**src/rtl/bin_to_bcd_seq.sv**
```systemverilog
// Sequential shift-add-3 binary-to-BCD converter: one double-dabble step per clock,
// start/done handshake, sign-magnitude handling and sticky overflow detection.

module bin_to_bcd_dig (
    input  logic [3:0] d,
    output logic [3:0] q
);
    assign q = (d >= 4'd5) ? d + 4'd3 : d;
endmodule

module bin_to_bcd_seq #(
    parameter int BIN_W     = 16,
    parameter int DIGITS    = 5,
    parameter int SIGNED_IN = 1
) (
    input  logic                  clk,
    input  logic                  rst_n,
    input  logic                  start,
    input  logic [BIN_W-1:0]      bin_in,
    output logic                  busy,
    output logic                  done,
    output logic [4*DIGITS-1:0]   bcd_out,
    output logic                  neg,
    output logic                  ovf
);
    localparam int BW = 4 * DIGITS;
    localparam int CW = $clog2(BIN_W + 1);

    localparam logic [1:0] S_IDLE   = 2'd0;
    localparam logic [1:0] S_SHIFT  = 2'd1;
    localparam logic [1:0] S_FINISH = 2'd2;

    logic [1:0]       state;
    logic [BIN_W-1:0] shreg;
    logic [BW-1:0]    scratch;
    logic [BW-1:0]    adj;
    logic [BIN_W-1:0] mag;
    logic [CW-1:0]    cnt;
    logic             sticky;
    logic             sign;

    // Per-digit add-3 correction, applied before each shift
    for (genvar g = 0; g < DIGITS; g++) begin : g_dig
        bin_to_bcd_dig u_dig (.d(scratch[4*g +: 4]), .q(adj[4*g +: 4]));
    end

    // Negation taken as unsigned so the most negative input yields its true magnitude
    always_comb begin
        mag = bin_in;
        if (SIGNED_IN != 0 && bin_in[BIN_W-1])
            mag = ~bin_in + BIN_W'(1);
    end

    always_ff @(posedge clk or negedge rst_n) begin
        if (!rst_n) begin
            state   <= S_IDLE;
            shreg   <= '0;
            scratch <= '0;
            cnt     <= '0;
            sticky  <= 1'b0;
            sign    <= 1'b0;
            busy    <= 1'b0;
            done    <= 1'b0;
            bcd_out <= '0;
            neg     <= 1'b0;
            ovf     <= 1'b0;
        end else begin
            done <= 1'b0;
            case (state)
                S_IDLE: begin
                    if (start) begin
                        shreg   <= mag;
                        sign    <= (SIGNED_IN != 0) && bin_in[BIN_W-1];
                        scratch <= '0;
                        sticky  <= 1'b0;
                        cnt     <= CW'(BIN_W);
                        busy    <= 1'b1;
                        state   <= S_SHIFT;
                    end
                end
                S_SHIFT: begin
                    {scratch, shreg} <= {adj[BW-2:0], shreg, 1'b0};
                    sticky <= sticky | adj[BW-1];
                    cnt    <= cnt - CW'(1);
                    if (cnt == CW'(1))
                        state <= S_FINISH;
                end
                S_FINISH: begin
                    bcd_out <= sticky ? {DIGITS{4'h9}} : scratch;
                    ovf     <= sticky;
                    // A zero magnitude never reports a sign
                    neg     <= sign && (sticky || scratch != '0);
                    done    <= 1'b1;
                    busy    <= 1'b0;
                    state   <= S_IDLE;
                end
                default: state <= S_IDLE;
            endcase
        end
    end
endmodule

```
**config.mk**
```make
export PLATFORM = sky130hd
export DESIGN_NAME = bin_to_bcd_seq
export DESIGN_NICKNAME = d
export VERILOG_FILES = /design/src/rtl/bin_to_bcd_seq.sv
export SDC_FILE = /design/constraint.sdc
export NUM_CORES = 1
export LEC_CHECK = 0
export BUFFER_PORTS_ARGS = -buffer_cell sky130_fd_sc_hd__clkbuf_2
export CORE_UTILIZATION = 45
export DETAILED_ROUTE_END_ITERATION = 8
export GPL_TIMING_DRIVEN = 1
export PLACE_DENSITY = 0.76
export SYNTH_ARGS = -nofsm -noshare
export SYNTH_HDL_FRONTEND = slang
export SYNTH_SLANG_ARGS = --single-unit
```
**constraint.sdc**
```tcl
create_clock -name clk -period 1.6 [get_ports clk]
set_clock_uncertainty 0.05 [all_clocks]
set_input_delay 0.24 -clock clk [delete_from_list [all_inputs] [get_ports clk]]
set_output_delay 0.24 -clock clk [all_outputs]
set_load 0.05 [all_outputs]
```
==> impl_metrics.ini <==
[run_status]
status = finished, final reports clean

[sta]
hold_viol_final = 0
fin_ws_ns = 0.01165
worstMarginPinSlew_ns = 0.5236
slew_viol_final = 0
setup_viol = 0
tns_ns = 0
fmax_ghz = 0.6296
relSlewSlack_pct = 65.10
final.min_clock_period_ns = 1.588
timing.final.crit_share_pct = 99.27

[clock_tree]
htree_num_levels = 3
clkLatencyLatePin_ns = 0.34
cts_num_sinks = 69
cts_root_buf = clkbuf_8
max-clock-path-buffers = 2
cts_buffers = 9
cts_tree = built
cts.clk_slew.worst_paths_ns = 0.07

[setup_path]
critical_path.slowest_cell = dfrtp_1
cp_cell_sequence = ha_1 -> nand2b_1 -> a21oi_2 -> buf_4 -> mux2i_1 -> o2bb2ai_1
endpoint_kind = flop
cp.arrival_ns = 1.81
critical-path-max-stage-delay_ns = 0.45
ff2ff_path_depth = 6
reg2reg_to = scratch[6]
startpoint_type = flop
r2r_start = scratch[4]
cp.required_ns = 1.82
critical_path.top_delay_family = flip-flops
cp_max_fo = 5
critPathKind = reg -> reg
ff2ff_setup_slack_ns = 0.01
path_buf_inv = 1

[placed_design]
hpwlAfterDp_um = 5539
dp_slack_ns = -0.2098
routabilityCongestion = 0.8345
io_buffers = 42
dp.cells = 522
placed_cell_area_um2 = 4182

[layout]
fin_cells = 542
num_antenna_cells = 0
area_growth_pct = 23.13
drive_gt1_share_pct = 29.55
finish.utilization_pct = 57.54
design_area_um2 = 4469
layout.nets = 473

[pwr]
irDropWorstVdd_uv = 667.7
leakagePower_nw = 2.069
power_density_nw_per_um2 = 2015

[synthesis]
syn-cell-area_um2 = 3630
syn-num-nets = 402
synth.avg_cell_area_um2 = 9.944
async_reset_ff_share_pct = 100.0
ys_seq_elements = 69
synth_ff_type = dfrtp_1
synth_cell_types = 48
synth-seq-area-share_pct = 47.57
yosys_warnings = 0
synth_edf_count = 0
syn_inst = 365

[grt]
gr-total-overflow = 0
grt_max_degree = 70
antenna_found_initial = 0
track_usage_pct = 19.83
grt_pass1_vias = 2901
grt_pass1_wl_um = 13290

[min_path]
hold_depth = 3
min_to = shreg[8]
hold_start = bin_in[8]
hold_class = in -> reg

[floorplanning]
boundaryPins = 43
die_width_um = 91.81
start_util_pct = 46.73
core_region_area_um2 = 7767
die_area_um2 = 8429
rows = 32
fp.dieH_um = 91.81

[detailed_routing]
drt_iter0_markers = 125
ant_nets = 0
vias = 2939
wl_per_cell_um = 14.56
dr.pass1.iters = 4
drc = 0
via_per_inst = 5.423
drt-total-wl_um = 7893

[job]
cap_violations = 0
==> registers in the layout (all words and copies together) (netlist names) <==
register  flops
cnt           5
done          1
neg           1
sticky        1
scratch      20
ovf           1
sign          1
busy          1
state         2
shreg        16
bcd_out      20
==> how the worst max path moves through the flow <==
stage,slack (ns),endpoint,depth (start not counted),start
after floorplan,-0.05,shreg[14],5,bin_in[4]
after global placement,-0.13,shreg[12],5,bin_in[4]
after detailed placement,-0.21,shreg[10],7,bin_in[0]
after CTS,0.002,scratch[10],6,scratch[8]
after global routing,-0.05,scratch[6],6,scratch[4]
final,0.01,scratch[6],6,scratch[4]
==> routing by layer <==
metal | part of all wire, % | vias up | global-route usage, % | routed length [um]
li1 | - | 1446 | - | -
met2 | 49 | 67 | 33.21 | 3880
met1 | 45 | 1414 | 24.92 | 3587
met3 | 3.8 | 12 | 4.063 | 300
met4 | 1.6 | 0 | 8.464 | 125
met5 | 0 | - | 0 | 0
==> per-stage QoR <==
step	power, mW	hold WS (ns)
4_1_cts	8.830	0.1512
3_5_place_dp	7.479	0.2423
5_1_grt	9.662	0.1687
3_3_place_gp	7.299	0.2382
2_1_floorplan	6.177	-0.1056
6_report	9.006	0.1588
==> area by class of cell <==
type                            count  area [um^2]
Fill cell                         702         3298
Clock buffer                       14        172.7
Inverter                           17        63.81
Multi-Input combinational cell    255         1817
Timing Repair Buffer               84        556.8
Clock inverter                      1        5.005
Tap cell                          102        127.6
Sequential cell                    69         1727
==> repair_timing <==
action / in CTS / in global routing
hold endpoints to repair: 69 / 0
hold buffers: 1 / 0
endpoints found under the setup margin: 4 / 12
gates resized for setup: 4 / 21
pin swaps: 0 / 2
setup buffers: 0 / 4
==> cells by family after synthesis <==
logic type / Yosys count / synth area share (%)
DFF: 69 / 47.57
xor gates and xnor gates: 19 / 4.585
and+or+nand+nor: 101 / 14.34
buffers and inverters: 41 / 4.516
muxes: 8 / 2.310
adders and majority gates: 18 / 6.205
AOI/OAI and AO/OA: 109 / 20.48
==> tightest hold or removal path: stages <==
cell and delay, ns:
clkbuf_2 0.11, xor2_1 0.07, o21ai_1 0.10
==> power by group <==
part	switching, mW	total, mW	leakage [nW]	internal, mW
Sequential	0.636	3.15	0.879	2.51
Combinational	2.78	4.57	1.10	1.80
Clock	0.606	1.29	0.0926	0.680
Total	4.02	9.01	2.07	4.99
==> layout by cell type (no fill, tap or decap), types with 4 or more instances in the layout <==
cell,count
a21oi_1,7
nand2b_1,11
o31ai_1,16
nand3_1,10
ha_1,14
nand2_1,37
clkbuf_8,12
a32o_1,5
a22oi_1,10
o21ai_1,31
inv_2,9
a21oi_2,5
o21ai_0,16
inv_1,8
clkbuf_2,41
o22ai_1,5
dfrtp_1,69
buf_4,38
mux2i_1,5
nor2_1,15
xor2_1,13
xnor2_1,6
o41ai_2,4
==> cell usage after synthesis (2+ instances only) <==
| master | n | area share, % |
|---|---|---|
| dfrtp_1 | 69 | 48 |
| nand2_1 | 37 | 3.8 |
| o21ai_1 | 30 | 4.1 |
| clkbuf_1 | 21 | 2.2 |
| ha_1 | 18 | 6.2 |
| o21ai_0 | 17 | 2.3 |
| inv_1 | 16 | 1.7 |
| o31ai_1 | 16 | 3.3 |
| nor2_1 | 15 | 1.6 |
| xor2_1 | 13 | 3.1 |
| a21oi_1 | 12 | 1.7 |
| nand2b_1 | 12 | 2.1 |
| a22oi_1 | 10 | 2.1 |
| nand3_1 | 10 | 1.4 |
| xnor2_1 | 6 | 1.4 |
| a32o_1 | 5 | 1.4 |
| mux2i_1 | 5 | 1.4 |
| o22ai_1 | 5 | 0.86 |
| o41ai_2 | 4 | 1.8 |
| nor3_1 | 3 | 0.41 |
| nor3b_1 | 3 | 0.62 |
| nor4b_1 | 3 | 0.72 |
| o2bb2ai_1 | 3 | 0.72 |
| and3_1 | 2 | 0.34 |
| buf_2 | 2 | 0.28 |
| mux2_2 | 2 | 0.62 |
| nand4b_1 | 2 | 0.48 |
| nor2b_1 | 2 | 0.34 |
| o32ai_1 | 2 | 0.48 |
| or4_1 | 2 | 0.41 |
Power figures use the tool's default switching activity.
